**src/rtl/core_v_mcu_pkg.sv**
```systemverilog
// ============================================================================
// Module      : core_v_mcu_pkg
// Description : Shared register offsets, reset values and encodings.
// Revision    : 1.0 - initial release
// ============================================================================
`default_nettype none

package core_v_mcu_pkg;

    localparam logic [7:0]  CPU_IRQ_TIMER_MTIME_LO     = 8'h00;
    localparam logic [7:0]  CPU_IRQ_TIMER_MTIME_HI     = 8'h04;
    localparam logic [7:0]  CPU_IRQ_TIMER_MTIMECMP_LO  = 8'h08;
    localparam logic [7:0]  CPU_IRQ_TIMER_MTIMECMP_HI  = 8'h0C;
    localparam logic [7:0]  CPU_IRQ_TIMER_PRESCALE     = 8'h10;
    localparam logic [7:0]  CPU_IRQ_TIMER_IRQ_PENDING  = 8'h14;
    localparam logic [7:0]  CPU_IRQ_TIMER_IRQ_ENABLE   = 8'h18;
    localparam logic [7:0]  CPU_IRQ_TIMER_IRQ_MODE     = 8'h1C;

    localparam logic [31:0] CPU_IRQ_TIMER_MTIME_RST    = 32'h0000_0000;
    localparam logic [31:0] CPU_IRQ_TIMER_MTIMECMP_RST = 32'hFFFF_FFFF;

    localparam logic        CPU_IRQ_TIMER_MODE_LEVEL   = 1'b0;
    localparam logic        CPU_IRQ_TIMER_MODE_EDGE    = 1'b1;

endpackage

`default_nettype wire

```
**src/rtl/cpu_irq_sync.sv**
```systemverilog
// ============================================================================
// Module      : cpu_irq_sync
// Description : Two-flop synchroniser with rising-edge detect for one line.
// Revision    : 1.0 - initial release
// ============================================================================
`default_nettype none

module cpu_irq_sync (
    input  logic i_clk,
    input  logic i_rst,
    input  logic i_async,
    output logic o_level,
    output logic o_rise
);

    logic r_sync1;
    logic r_sync2;
    logic r_prev;

    always_ff @(posedge i_clk or posedge i_rst) begin
        if (i_rst) begin
            r_sync1 <= 1'b0;
            r_sync2 <= 1'b0;
            r_prev  <= 1'b0;
        end else begin
            r_sync1 <= i_async;
            r_sync2 <= r_sync1;
            r_prev  <= r_sync2;
        end
    end

    assign o_level = r_sync2;
    assign o_rise  = r_sync2 & ~r_prev;

endmodule

`default_nettype wire

```
**src/rtl/cpu_irq_timer.sv**
```systemverilog
// ============================================================================
// Module      : cpu_irq_timer
// Description : Machine timer (mtime/mtimecmp) and external interrupt conditioning.
// Revision    : 1.0 - initial release
// ============================================================================
`default_nettype none

module cpu_irq_timer
    import core_v_mcu_pkg::*;
#(
    parameter int NUM_IRQ = 2,
    parameter int ADDR_W  = 8
) (
    input  logic                clk_i,
    input  logic                rst_i,
    input  logic                reg_req_i,
    input  logic                reg_we_i,
    input  logic [ADDR_W-1:0]   reg_addr_i,
    input  logic [31:0]         reg_wdata_i,
    output logic                reg_gnt_o,
    output logic                reg_rvalid_o,
    output logic [31:0]         reg_rdata_o,
    input  logic [NUM_IRQ-1:0]  ext_irq_i,
    output logic [NUM_IRQ-1:0]  irq_o,
    output logic                time_irq_o
);

    logic [63:0]        r_mtime;
    logic [63:0]        r_mtimecmp;
    logic [15:0]        r_prescale;
    logic [15:0]        r_presc_cnt;
    logic               r_time_irq;
    logic [NUM_IRQ-1:0] r_pending;
    logic [NUM_IRQ-1:0] r_enable;
    logic [NUM_IRQ-1:0] r_mode;
    logic [NUM_IRQ-1:0] r_irq;
    logic               r_rvalid;
    logic [31:0]        r_rdata;

    logic [ADDR_W-1:0]  w_addr;
    logic               w_wr;
    logic               w_rd;
    logic               w_tick;
    logic [31:0]        w_rdata;
    logic [NUM_IRQ-1:0] w_level;
    logic [NUM_IRQ-1:0] w_rise;
    logic [NUM_IRQ-1:0] w_w1c;
    logic [NUM_IRQ-1:0] w_pending_nxt;
    logic               w_unused;

    assign w_addr   = {reg_addr_i[ADDR_W-1:2], 2'b00};
    assign w_wr     = reg_req_i & reg_we_i;
    assign w_rd     = reg_req_i & ~reg_we_i;
    assign w_tick   = (r_presc_cnt == r_prescale);
    assign w_unused = ^reg_addr_i[1:0];

    assign w_w1c = (w_wr && w_addr == ADDR_W'(CPU_IRQ_TIMER_IRQ_PENDING))
                 ? reg_wdata_i[NUM_IRQ-1:0] : '0;

    // Edge lines: set beats W1C. Level lines: follow the synchronised input.
    assign w_pending_nxt = (r_mode & ((r_pending & ~w_w1c) | w_rise))
                         | (~r_mode & w_level);

    for (genvar gi = 0; gi < NUM_IRQ; gi++) begin : g_sync
        cpu_irq_sync u_sync (
            .i_clk   (clk_i),
            .i_rst   (rst_i),
            .i_async (ext_irq_i[gi]),
            .o_level (w_level[gi]),
            .o_rise  (w_rise[gi])
        );
    end

    always_ff @(posedge clk_i or posedge rst_i) begin
        if (rst_i) begin
            r_mtime     <= {CPU_IRQ_TIMER_MTIME_RST, CPU_IRQ_TIMER_MTIME_RST};
            r_mtimecmp  <= {CPU_IRQ_TIMER_MTIMECMP_RST, CPU_IRQ_TIMER_MTIMECMP_RST};
            r_prescale  <= '0;
            r_presc_cnt <= '0;
            r_time_irq  <= 1'b0;
        end else begin
            if (w_wr && w_addr == ADDR_W'(CPU_IRQ_TIMER_PRESCALE)) begin
                r_prescale  <= reg_wdata_i[15:0];
                r_presc_cnt <= '0;
            end else if (w_tick) begin
                r_presc_cnt <= '0;
            end else begin
                r_presc_cnt <= r_presc_cnt + 16'd1;
            end

            // A software write to either half wins over the tick; no carry.
            if (w_wr && w_addr == ADDR_W'(CPU_IRQ_TIMER_MTIME_LO)) begin
                r_mtime[31:0] <= reg_wdata_i;
            end else if (w_wr && w_addr == ADDR_W'(CPU_IRQ_TIMER_MTIME_HI)) begin
                r_mtime[63:32] <= reg_wdata_i;
            end else if (w_tick) begin
                r_mtime <= r_mtime + 64'd1;
            end

            if (w_wr && w_addr == ADDR_W'(CPU_IRQ_TIMER_MTIMECMP_LO)) begin
                r_mtimecmp[31:0] <= reg_wdata_i;
            end
            if (w_wr && w_addr == ADDR_W'(CPU_IRQ_TIMER_MTIMECMP_HI)) begin
                r_mtimecmp[63:32] <= reg_wdata_i;
            end

            r_time_irq <= (r_mtime >= r_mtimecmp);
        end
    end

    always_ff @(posedge clk_i or posedge rst_i) begin
        if (rst_i) begin
            r_pending <= '0;
            r_enable  <= '0;
            r_mode    <= {NUM_IRQ{CPU_IRQ_TIMER_MODE_LEVEL}};
            r_irq     <= '0;
        end else begin
            r_pending <= w_pending_nxt;
            if (w_wr && w_addr == ADDR_W'(CPU_IRQ_TIMER_IRQ_ENABLE)) begin
                r_enable <= reg_wdata_i[NUM_IRQ-1:0];
            end
            if (w_wr && w_addr == ADDR_W'(CPU_IRQ_TIMER_IRQ_MODE)) begin
                r_mode <= reg_wdata_i[NUM_IRQ-1:0];
            end
            r_irq <= r_pending & r_enable;
        end
    end

    always_comb begin
        w_rdata = '0;
        case (w_addr)
            ADDR_W'(CPU_IRQ_TIMER_MTIME_LO):    w_rdata = r_mtime[31:0];
            ADDR_W'(CPU_IRQ_TIMER_MTIME_HI):    w_rdata = r_mtime[63:32];
            ADDR_W'(CPU_IRQ_TIMER_MTIMECMP_LO): w_rdata = r_mtimecmp[31:0];
            ADDR_W'(CPU_IRQ_TIMER_MTIMECMP_HI): w_rdata = r_mtimecmp[63:32];
            ADDR_W'(CPU_IRQ_TIMER_PRESCALE):    w_rdata = {16'd0, r_prescale};
            ADDR_W'(CPU_IRQ_TIMER_IRQ_PENDING): w_rdata = 32'(r_pending);
            ADDR_W'(CPU_IRQ_TIMER_IRQ_ENABLE):  w_rdata = 32'(r_enable);
            ADDR_W'(CPU_IRQ_TIMER_IRQ_MODE):    w_rdata = 32'(r_mode);
            default:                            w_rdata = '0;
        endcase
    end

    always_ff @(posedge clk_i or posedge rst_i) begin
        if (rst_i) begin
            r_rvalid <= 1'b0;
            r_rdata  <= '0;
        end else begin
            r_rvalid <= reg_req_i;
            r_rdata  <= w_rd ? w_rdata : '0;
        end
    end

    assign reg_gnt_o    = reg_req_i;
    assign reg_rvalid_o = r_rvalid;
    assign reg_rdata_o  = r_rdata;
    assign irq_o        = r_irq;
    assign time_irq_o   = r_time_irq;

endmodule

`default_nettype wire

```
**config.mk**
```make
export PLATFORM = sky130hd
export DESIGN_NAME = cpu_irq_timer
export DESIGN_NICKNAME = d
export VERILOG_FILES = /design/src/rtl/core_v_mcu_pkg.sv /design/src/rtl/cpu_irq_sync.sv /design/src/rtl/cpu_irq_timer.sv
export SDC_FILE = /design/constraint.sdc
export NUM_CORES = 1
export LEC_CHECK = 0
export ABC_AREA = 1
export BUFFER_PORTS_ARGS = -buffer_cell sky130_fd_sc_hd__buf_2
export CAP_MARGIN = 10
export CORE_MARGIN = 1.5
export CORE_UTILIZATION = 45
export CTS_BUF_LIST = sky130_fd_sc_hd__clkbuf_4
export DETAILED_ROUTE_END_ITERATION = 10
export SLEW_MARGIN = 20
export SYNTH_ARGS = -nofsm -noshare
export SYNTH_HDL_FRONTEND = slang
export SYNTH_SLANG_ARGS = --single-unit
```
**constraint.sdc**
```tcl
create_clock -name clk_i -period 15.19 [get_ports clk_i]
set_input_delay 1.519 -clock clk_i [delete_from_list [all_inputs] [get_ports clk_i]]
set_output_delay 1.519 -clock clk_i [all_outputs]
set_load 0.1 [all_outputs]
```
==> run summary, run 1 <==
The startpoint identified for the worst hold timing path is g_sync[1].u_sync.r_sync1$_DFF_PP0_. The number of clock buffers added by TritonCTS is 58. The post-synthesis xor/xnor area fraction is 2.00%.

By area, the combinational part of the netlist is dominated by simple AND/OR/NAND/NOR gates. At the later pin of the worst-skew pair, clock insertion delay measures 0.77 ns. The H-tree was split into 2 levels. The compound-gate portion of the synthesized area came out at 11.7%. The count of buffer and inverter cells on the critical path came out at 2.

The post-route netlist has 14.6% of its cells at a drive strength greater than 1. The highest attainable clock frequency came out at 280 MHz. After clock tree synthesis, the setup repair step added 0 buffers. The synthesized design contains 208 register bits.

Summing over every cut layer, the via total after detailed routing is 12546. The relative max-transition margin is 22.5%. The met1 usage came out at 37.6%.

The floorplan has 62 rows. The global-route wire length before repair is 66900 um. The I/O pin total came out at 83.

The number of cells traversed by the worst register-to-register path came out at 11. Summed over its instances, the top area cell type makes up 27.4% of the synthesized netlist area. Summed over all instances, the cell type with the most area after synthesis is sky130_fd_sc_hd__dfrtp_1. The max-slew violation count was 0. In this run the remaining antenna-violating nets after routing total 0. After routing, the total negative slack on setup checks comes to 0 ns. The smallest setup slack after layout is 11.62 ns.

The total number of yosys warnings came out at 0. Buffers placed on the I/O ports in this run total 80. The number of max-cap violations came out at 0. The worst hold path terminates at g_sync[1].u_sync.o_level$_DFF_PP0_. Counting flops with an async set or reset pin after synthesis yields a share of 100%.

The worst setup path is of the in -> out kind. Clock tree synthesis selected as its root buffer the cell sky130_fd_sc_hd__clkbuf_4. The initial core utilization is 45.8%. The placeable core area is 0.0287 mm2. STA classifies the critical path startpoint as a primary input. Yosys mapped a number of flops with a built-in enable equal to 0. The horizontal extent of the die is 174 um. The synthesized netlist devotes 6.29% of its cell area to adder and majority cells.

The worst clock skew is 0.0599 ns. For the worst setup path, the data arrival time is 2.05 ns. The floorplan step defined a die boundary enclosing 0.0302 mm2.

The global routing usage on met2 came out at 47.6%. The DRC violations left is 0. In this design, the critical path's most frequently occurring cell is sky130_fd_sc_hd__buf_2. The worst hold slack came out at 0.351 ns. Detailed placement finished with a half-perimeter wire length of 31000 um.

The clock drives 208 sinks. In the final design database the tool counted 2050 nets. Of all nets on the critical path, the largest fanout is 4. The global router's overall resource usage came out at 28.6%.

The simple-gate area share of the yosys netlist is 31.4%. By area the synthesized netlist is led by sky130_fd_sc_hd__dfrtp_1 (27%), sky130_fd_sc_hd__nand2_1 (16%), sky130_fd_sc_hd__dfstp_2 (13%), sky130_fd_sc_hd__ha_1 (6.3%), sky130_fd_sc_hd__inv_1 (6.0%). The startpoint identified for the worst register-to-register timing path is r_prescale[1]$_DFFE_PP0P_. The register area share after synthesis came out at 40.2%.

The path class of the tightest hold or removal check is reg -> reg. The worst supply voltage drop on vdd is 0.0000755 V. The number of endpoints failing setup at the final stage came out at 0. The worst hold path depth came out at 0.

The maximum number of pins on one net before global-route repair came out at 96. STA classifies the critical path endpoint as a primary output. The transition time of the tightest slew-check pin came out at 1.16 ns. The area growth from synthesis to layout came out at 11.6%. The post-synthesis cell count came out at 1840. Each instance of the synthesized netlist takes up on average 7.14 um2. The number of nets in the synthesized netlist came out at 1952. The initial antenna violation count came out at 2. The post-placement worst setup slack is 11.02 ns. The clock passes through at most 3 buffers. The commonest cells after synthesis are sky130_fd_sc_hd__nand2_1 (577), sky130_fd_sc_hd__inv_1 (211), sky130_fd_sc_hd__nor2_1 (194), sky130_fd_sc_hd__dfrtp_1 (144), sky130_fd_sc_hd__nand3_1 (131).

The count of hold-fix buffers inserted at cts came out at 0. The kind of cell adding the most delay to the critical path is buffers and inverters. Post-CTS repair changed the size of 0 cells. The detailed-route vias per instance is 5.29. The global placer's final weighted congestion is 0.968. The endpoint identified for the worst register-to-register timing path is r_mtime[29]$_DFFE_PP0P_. The run finished with clean final reports. The routed wire length came out at 42600 um. Setup repair after global routing left no endpoint under its margin. The clock period minus worst slack is 3.57 ns. The slowest library cell on the worst path is sky130_fd_sc_hd__buf_2. Synthesis instantiated 42 different standard cells from the library. TritonCTS built the clock tree.

By instance count, the leading cell after synthesis is sky130_fd_sc_hd__nand2_1. The first-pass detailed-route iteration total came out at 5. The violation count after the first detailed-route iteration is 830. For this run, global-route usage on met3 was measured as 4.34%. The signal on the critical path passes through buf_2, buf_2. After synthesis, the share of cell area in mux cells is 0%.

The total congestion overflow came out at 0. The synthesized area is 0.0131 mm2. The predominant post-synthesis flop cell is sky130_fd_sc_hd__dfrtp_1. The total power per unit cell area is 127 mW/mm2.

The die outline height came out at 174 um. The busiest layer in global routing is met2. After detailed routing, the average wire length per cell comes to 18.0 um. The delay of the slowest cell on the worst path came out at 0.42 ns.

The share of the clock period used by the worst path is 23.5%. The data required time of the worst path is 13.67 ns. Across all register-to-register paths, the minimum setup slack is 12.69 ns. After clock tree synthesis, the clock-pin slew on the worst setup and hold paths is 0.07 ns. The static leakage came out at 6.68 nW. The hold violation total from the final report is 0. The via count of the first global-routing pass came to 12030.
-- flip-flops by register name, summed over array words and instances, names as in the netlist, 16 cells and up --
| signal | flops |
|---|---|
| r_mtime | 64 |
| r_mtimecmp | 64 |
| reg_rdata_o | 32 |
| r_presc_cnt | 16 |
| r_prescale | 16 |
-- cells in the final DEF, fill, tap and decap left out, drive strengths merged --
master | Yosys | routed
o21ai | 134 | 134
nor3 | 15 | 15
nor3b | 4 | 4
a22oi | 19 | 19
o22ai | 29 | 29
dfrtp | 144 | 144
clkbuf | 24 | 92
nand2 | 582 | 582
inv | 220 | 220
nand3 | 133 | 133
a21oi | 77 | 77
nand4 | 27 | 27
a211oi | 6 | 6
bufinv | 0 | 2
xnor2 | 17 | 17
diode | 0 | 1
o211ai | 2 | 2
and2 | 2 | 2
nor2 | 211 | 211
xor2 | 13 | 13
ha | 66 | 66
nand3b | 6 | 6
buf | 29 | 91
dfstp | 64 | 64
o21a | 2 | 2
clkinv | 2 | 16
o21bai | 2 | 2
nor4 | 2 | 2
a31oi | 8 | 8
-- metal layers --
layer	vias to the layer above	wire, um
met3	94	2480
li1	6189	-
met1	5847	18800
met2	416	19900
met5	-	0
met4	0	1360
-- area by class of cell --
type	count	area, um2
diodes	1	2.50
clock buffers	92	691
clock inverters	16	119
fillers	2947	14000
inverters	222	841
multi-input cells	1357	6760
flip-flops and latches	208	5290
well taps	384	480
repair buffers	91	483
-- power by group --
group / leakage (nW) / switching (mW) / internal [mW]
sequential: 2.58 / 0.140 / 0.646
clock: 0.478 / 0.250 / 0.307
combinational: 3.62 / 0.327 / 0.191
total: 6.68 / 0.717 / 1.15
-- through the flow --
stage | instance area (um2) | instances | util [%] | power (mW)
finish | 14700 | 2371 | 51.1 | 1.86
global route | 14700 | 2371 | 51.1 | 2.01
CTS | 14700 | 2370 | 51.1 | 1.88
detailed placement | 13800 | 2262 | 48.2 | 1.31
global placement | 13800 | 2262 | 48.2 | 1.29
floorplan | 13100 | 1840 | - | 1.14
-- worst max path at each step --
stage / start / end / slack (ns) / cells after the start
global route: reg_addr_i[3] / r_mtimecmp[45]$_DFFE_PP1P_ / 11.61 / 8
finish: reg_req_i / reg_gnt_o / 11.62 / 2
detailed placement: reg_addr_i[3] / r_mtimecmp[60]$_DFFE_PP1P_ / 11.02 / 8
CTS: reg_req_i / reg_gnt_o / 11.62 / 2
floorplan: rst_i / g_sync[0].u_sync.o_level$_DFF_PP0_ / 8.10 / 1
global placement: reg_addr_i[3] / r_mtimecmp[49]$_DFFE_PP1P_ / 11.08 / 8
-- kinds of logic after synthesis --
kind of cell | after synthesis
XOR/XNOR | 30
flip-flops | 208
adder cells (fa/ha/maj) | 66
AND/OR/NAND/NOR | 982
AO/OA/AOI/OAI | 279
buffers and inverters | 275
Power figures use the tool's default switching activity.
==> run 2, diff against run 1 <==
clock period = 2.9 ns   (was 15.19 ns; I/O delays follow)
==> run 2 against run 1 <==
  * Highest routed layer unchanged
  * Worst hold slack got worse by 0.26 ns
  * Combinational power rose to 5.4 times the previous value
  * Sequential cell count is the same
  * Die area unchanged
  * Global-route usage up 0.59 points
  * Cell area grew 3.5%
  * Clock skew down 0.0068 ns
  * Sequential power rose to 5.2 times the previous value
  * Wire length rose by 2.7%
  * Sequential share of layout area down 1.2 points
  * Worst setup slack got worse by 11 ns
  * Power increased to 5.2 times the previous value
  * Largest power group unchanged
==> run summary, run 2 (synthesis results as in run 1) <==
The flow ran to the end, and the final reports show no timing, DRC or antenna violations. The area growth from synthesis to layout is 15.5%. The max-slew violation count came out at 0.

Of all nets on the critical path, the largest fanout is 7. For this run the aggregate overflow at the end of global routing stands at 0. The worst setup path is launched from a flip-flop. Setup repair after global routing left no endpoint under its margin.

The worst-case IR drop observed on VDD is 0.000388 V. The internal power summed over all cells is 5.96 mW. The total power per unit cell area came out at 640 mW/mm2. The static leakage came out at 6.92 nW. Across the routed clock network, the largest skew measured is 0.0531 ns.

In this design, the stage delay of the slowest critical-path cell is 0.47 ns. In this run the tool buffered the top-level ports with 80 buffer cells. Detailed placement finished with a half-perimeter wire length of 32900 um. The signal on the critical path passes through nand2_1, nor2_1, nand2_2, nor2_4, nand2_1, o21ai_1, nand3_1, nand2_1, nand2_1. Across the run, the number of max-cap violations was 0. The clock slew seen by the registers of the worst setup and hold paths is 0.08 ns.

The horizontal extent of the die is 174 um. The global placer's final weighted congestion is 0.962. Summed over all layers, the routed wires come to 43800 um. The count of buffer and inverter cells on the critical path came out at 0.

The longest clock path from root to sink contains 3 buffers. The smallest setup slack after layout is 0.553 ns. Pin placement for this block handled 83 I/O pins. Total power for the finished layout comes to 9.71 mW. The initial antenna violation count is 1. The number of endpoints failing setup at the final stage came out at 0. The sequential fraction of design power is 42.4%. Clock tree synthesis selected as its root buffer the cell sky130_fd_sc_hd__clkbuf_4. For the worst-skew pair, the clock arrives at the later sink with an insertion delay of 0.75 ns.

The share of the clock period used by the worst path is 80.9%. The post-cts sizing count came out at 0. By instance count, the cell type seen most on the critical path is sky130_fd_sc_hd__nand2_1. The clock tree from TritonCTS is done. The total number of vias is 12637.

The fraction of power consumed by the clock network came out at 29.0%. The worst endpoint data arrival time came out at 2.96 ns. STA classifies the critical path endpoint as a flip-flop. After the first detailed-routing iteration, the DRC count stood at 942.

The global router's overall resource usage is 29.2%. The placeable core area came out at 0.0287 mm2. The switching power share of the total is 38.6%. In the final routed layout, each cell accounts on average for 18.0 um. The number of setup buffers added after CTS is 0.

The antenna violation net count after detailed routing is 0. In this run the number of H-tree levels came out at 2. The site row count came out at 62.

The number of buffers inserted during clock tree synthesis is 59. The transition time of the tightest slew-check pin came out at 0.824 ns. The net total in the final layout is 2106. The placed instance area is 0.0140 mm2. The most common cell after layout, fill and taps aside is sky130_fd_sc_hd__nand2_1. The global-route wire length before repair is 67700 um. The maximum number of pins on one net before global-route repair came out at 67. The via count of the first global-routing pass is 12022.

In this design, the largest share of critical-path delay is due to simple AND/OR/NAND/NOR gates. The DRC violations left is 0. For the worst setup path, the data required time is 3.51 ns. For this design, the slowest cell found on the critical path is sky130_fd_sc_hd__dfrtp_1.

The hold violation total from the final report is 0. The count of hold-fix buffers inserted at cts came out at 36. Combinational logic burns 28.6% of the power. The die outline height is 174 um. The area of the die came out at 0.0302 mm2. The highest attainable clock frequency is 426 MHz. Before antenna repair, the detailed router went through 6 iterations. In this run the worst hold path is classified as in -> reg. The top cell types in the final layout, fill and taps aside, are sky130_fd_sc_hd__nand2_1 (576), sky130_fd_sc_hd__inv_1 (210), sky130_fd_sc_hd__nor2_1 (194), sky130_fd_sc_hd__dfrtp_1 (144), sky130_fd_sc_hd__nand3_1 (131). The relative max-transition margin is 44.9%.

The number of sinks handled by clock tree synthesis came out at 208. The net load switching power is 3.75 mW. The final instance area is 0.0152 mm2. Prior to clock tree synthesis, the placed netlist has a worst setup slack of 0.497 ns.

The initial core utilization is 45.8%. By startpoint and endpoint, the worst setup path is classified as reg -> reg. The detailed-route vias per instance came out at 5.21.

The fraction of final layout cells sized beyond drive strength 1 is 15.4%. The end-of-flow core utilization came out at 52.9%. After filler insertion, the fill cell instance count of the layout stands at 2908. The clock period minus worst slack came out at 2.35 ns.
[run 2: final cells by class]
type                    instances  area, um2  share of cell area (%)
well taps                     384        480                    3.17
clock inverters                10       42.5                   0.280
diodes                          1       2.50                  0.0165
flip-flops and latches        208       5290                    34.8
repair buffers                146       1020                    6.75
inverters                     222        837                    5.52
clock buffers                  99        743                    4.90
multi-input cells            1357       6760                    44.5
[run 2: per-stage QoR]
| stage | hold slack (ns) | instances | setup TNS, ns |
|---|---|---|---|
| floorplan | 0.321 | 1840 | -5.47 |
| global placement | 0.334 | 2281 | 0 |
| detailed placement | 0.336 | 2281 | 0 |
| CTS | 0.0220 | 2426 | 0 |
| global route | 0.0740 | 2427 | 0 |
| finish | 0.0951 | 2427 | 0 |
[run 2: final timing paths]
kind	end	cells after the start	startpoint	slack (ns)
worst max-delay path	r_mtime[36]$_DFFE_PP0P_	9	r_mtime[7]$_DFFE_PP0P_	0.55
worst min-delay path	reg_rdata_o[6]$_DFF_PP0_	4	reg_we_i	0.1
worst max register to register	r_mtime[36]$_DFFE_PP0P_	9	r_mtime[7]$_DFFE_PP0P_	0.55
worst min register to register	g_sync[1].u_sync.o_level$_DFF_PP0_	0	g_sync[1].u_sync.r_sync1$_DFF_PP0_	0.35
max in group asynchronous	r_mtimecmp[2]$_DFFE_PP1P_	4	rst_i	1.95
min in group asynchronous	r_mtime[62]$_DFFE_PP0P_	3	rst_i	0.14
[run 2: worst min-delay path: cells and delay by family]
family                 cells  cell delay (ns)
buffers and inverters      2             0.35
and+or+nand+nor            2             0.15
[run 2: per-layer routing]
layer	vias up	GRT usage [%]	wire length (um)
li1	6302	-	-
met1	5880	38.0	19200
met2	375	49.3	20600
met4	0	9.55	1250
met5	-	0	0
met3	80	5.04	2640
[run 2: power groups by stage]
| stage | Clock [mW] | Sequential [mW] | Combinational [mW] |
|---|---|---|---|
| after detailed placement | 0 | 4.14 | 2.73 |
| after floorplan | 0 | 3.96 | 1.99 |
| after global placement | 0 | 4.13 | 2.67 |
| after global routing | 3.07 | 4.19 | 3.20 |
| after CTS | 2.91 | 4.10 | 2.78 |
| final | 2.82 | 4.11 | 2.78 |
==> run 3, diff against run 2 <==
clock period = 2.4 ns   (was 2.9 ns; I/O delays follow)
==> run 3 against run 2 <==
  * First-iteration DRC count is 15% higher
  * Non-clock buffer count is 28 higher
  * Count of clock-buffer cells in the layout is 2 lower
  * Die area stayed put
  * Core utilization is 0.91 points higher
  * Via count is 2.1% higher
  * Worst hold slack worse by 0.039 ns
==> run summary, run 3 (synthesis results as in run 1) <==
The flow ran to the end, and the final reports show no timing, DRC or antenna violations. The end-of-flow core utilization came out at 53.8%. After detailed routing, the average wire length per cell comes to 18.0 um. Of the cells placed in the final design, the portion with a size suffix greater than 1 is 16.6%.

In this run the worst path has a maximum fanout of 3. The global router's overall resource usage is 29.6%. The via count of the first global-routing pass came out at 12478.

The most common cell after layout, fill and taps aside is sky130_fd_sc_hd__nand2_1. In this run the horizontal extent of the chip is 174 um. The insertion delay of the later-clocked pin in the worst-skew pair came out at 0.72 ns. Overall power consumption after layout is estimated at 12.0 mW. The detailed-route vias per instance is 5.25. Across all layers, the routed design uses 12904 vias. The number of endpoints failing setup at the final stage is 0. The die outline height came out at 174 um. The relative max-transition margin came out at 47.3%. Across the run, the number of max-cap violations was 0. The transition time of the tightest slew-check pin came out at 0.788 ns.

The worst setup path is of the reg -> reg kind. The depth of the CTS H-tree is 2. The routed wire length came out at 44200 um. Port buffering added 80 buffers. The DRC violations left came out at 0. The hold violation total from the final report was 0. After clock tree synthesis, the clock-pin slew on the worst setup and hold paths is 0.06 ns.

The total power per unit cell area is 779 mW/mm2. The antenna violation net count after detailed routing is 0. The clock period minus worst slack came out at 2.14 ns. The worst supply voltage drop on vdd is 0.000486 V. The net total in the final layout is 2134. The worst setup path is captured at a flip-flop. In the detailed route, the total length drawn on met3 is 2320 um.

The max-slew violation count is 0. After floorplanning, the core was divided into 62 placement rows. The global-route wire length before repair is 69500 um.

The tree is rooted in a sky130_fd_sc_hd__clkbuf_4. The I/O pin total is 83. Setup repair after global routing left no endpoint under its margin. The violation count after the first detailed-route iteration is 1083. The number of cells traversed by the worst register-to-register path came out at 12. The library cells used most frequently in the layout, excluding fill and tap cells, are sky130_fd_sc_hd__nand2_1 (576), sky130_fd_sc_hd__inv_1 (210), sky130_fd_sc_hd__nor2_1 (194), sky130_fd_sc_hd__dfrtp_1 (144), sky130_fd_sc_hd__nand3_1 (131). Buffers inserted during clock tree synthesis total 59. The category of the worst setup path launch point is a flip-flop. The final instance area is 0.0154 mm2. In this run the deepest clock path goes through 3 buffers.

The highest metal layer with signal wires is met4. The worst clock skew is 0.0396 ns. The initial antenna violation count is 1.

For this block, wires on met1 add up to 19800 um. TritonCTS built the clock tree. The share of the clock period used by the worst path came out at 89.1%. The data required time of the worst path is 3.02 ns. The highest attainable clock frequency came out at 468 MHz. The sum of net half-perimeters after detailed placement came out at 33500 um. The met2 wirelength from detailed routing came out at 20700 um. The initial core utilization came out at 45.8%.

The region available for standard cell placement spans 0.0287 mm2. The first-pass detailed-route iteration total came out at 5. The analysis attributes to cell leakage a power of 7.09 nW. The global placer's final weighted congestion is 0.941. The number of sinks handled by clock tree synthesis came out at 208. The area of the die is 0.0302 mm2. The total congestion overflow came out at 0.

The worst endpoint data arrival time is 2.76 ns. The worst hold path depth is 5. Entering global routing, the biggest net connects 64 pins.

Once the clock tree was built, the resizer swapped 0 gates to a different size. Final hold analysis gives a worst-case slack of 0.0563 ns. The area growth from synthesis to layout came out at 17.4%. In this run the worst hold path is classified as in -> reg. The placed instance area is 0.0142 mm2.
-- run 3: path summary, 6_finish.rpt --
path                            slack (ns)                               start                                  to
worst max-delay path                  0.26          r_mtimecmp[47]$_DFFE_PP1P_                time_irq_o$_DFF_PP0_
worst min-delay path                  0.06                       reg_addr_i[3]             r_enable[1]$_DFFE_PP0P_
worst max register to register        0.26          r_mtimecmp[47]$_DFFE_PP1P_                time_irq_o$_DFF_PP0_
worst min register to register        0.35  g_sync[1].u_sync.r_sync1$_DFF_PP0_  g_sync[1].u_sync.o_level$_DFF_PP0_
max in group asynchronous             1.48                               rst_i          r_mtimecmp[45]$_DFFE_PP1P_
min in group asynchronous             0.15                               rst_i   g_sync[1].u_sync.r_prev$_DFF_PP0_
-- run 3: per-layer routing --
metal | track usage [%] | vias up
met2 | 49.1 | 394
li1 | - | 6349
met5 | 0 | -
met1 | 40.0 | 6064
met4 | 10.6 | 0
met3 | 3.66 | 97
-- run 3: cell type report --
class,count,area [um2]
Antenna cell,2,5.00
Clock buffer,97,728
Clock inverter,15,92.6
Fill cell,2968,13300
Inverter,222,837
Multi-Input combinational cell,1357,6760
Sequential cell,208,5290
Tap cell,384,480
Timing Repair Buffer,174,1250
-- run 3: what timing repair did --
item                       4_1_cts  5_1_grt
hold buffers                    36        0
setup endpoints to repair        0        0
hold endpoints to repair       200        0
setup buffers                    0        0
-- run 3: power breakdown --
group | internal [mW] | switching, mW
clock network | 1.93 | 1.59
logic | 1.37 | 2.25
registers | 4.09 | 0.786
total | 7.39 | 4.62
-- run 3: worst max-delay path, stage by stage (launching register included) --
cell and delay [ns]:
sky130_fd_sc_hd__dfstp_2 0.54, sky130_fd_sc_hd__inv_1 0.05, sky130_fd_sc_hd__ha_1 0.29, sky130_fd_sc_hd__nand2_1 0.06, sky130_fd_sc_hd__inv_1 0.05, sky130_fd_sc_hd__nand3_1 0.09, sky130_fd_sc_hd__nor3_1 0.15, sky130_fd_sc_hd__buf_4 0.17
sky130_fd_sc_hd__nand4_1 0.12, sky130_fd_sc_hd__buf_4 0.18, sky130_fd_sc_hd__nor2_1 0.19, sky130_fd_sc_hd__nand2_1 0.09, sky130_fd_sc_hd__nand2_1 0.07
-- run 3: stage by stage --
step,setup WS (ns),TNS [ns],std cells
2_1_floorplan,-0.488,-70.27,1840
3_3_place_gp,0.247,0,2309
3_5_place_dp,0.158,0,2309
4_1_cts,0.272,0,2457
5_1_grt,0.0451,0,2459
6_report,0.261,0,2459
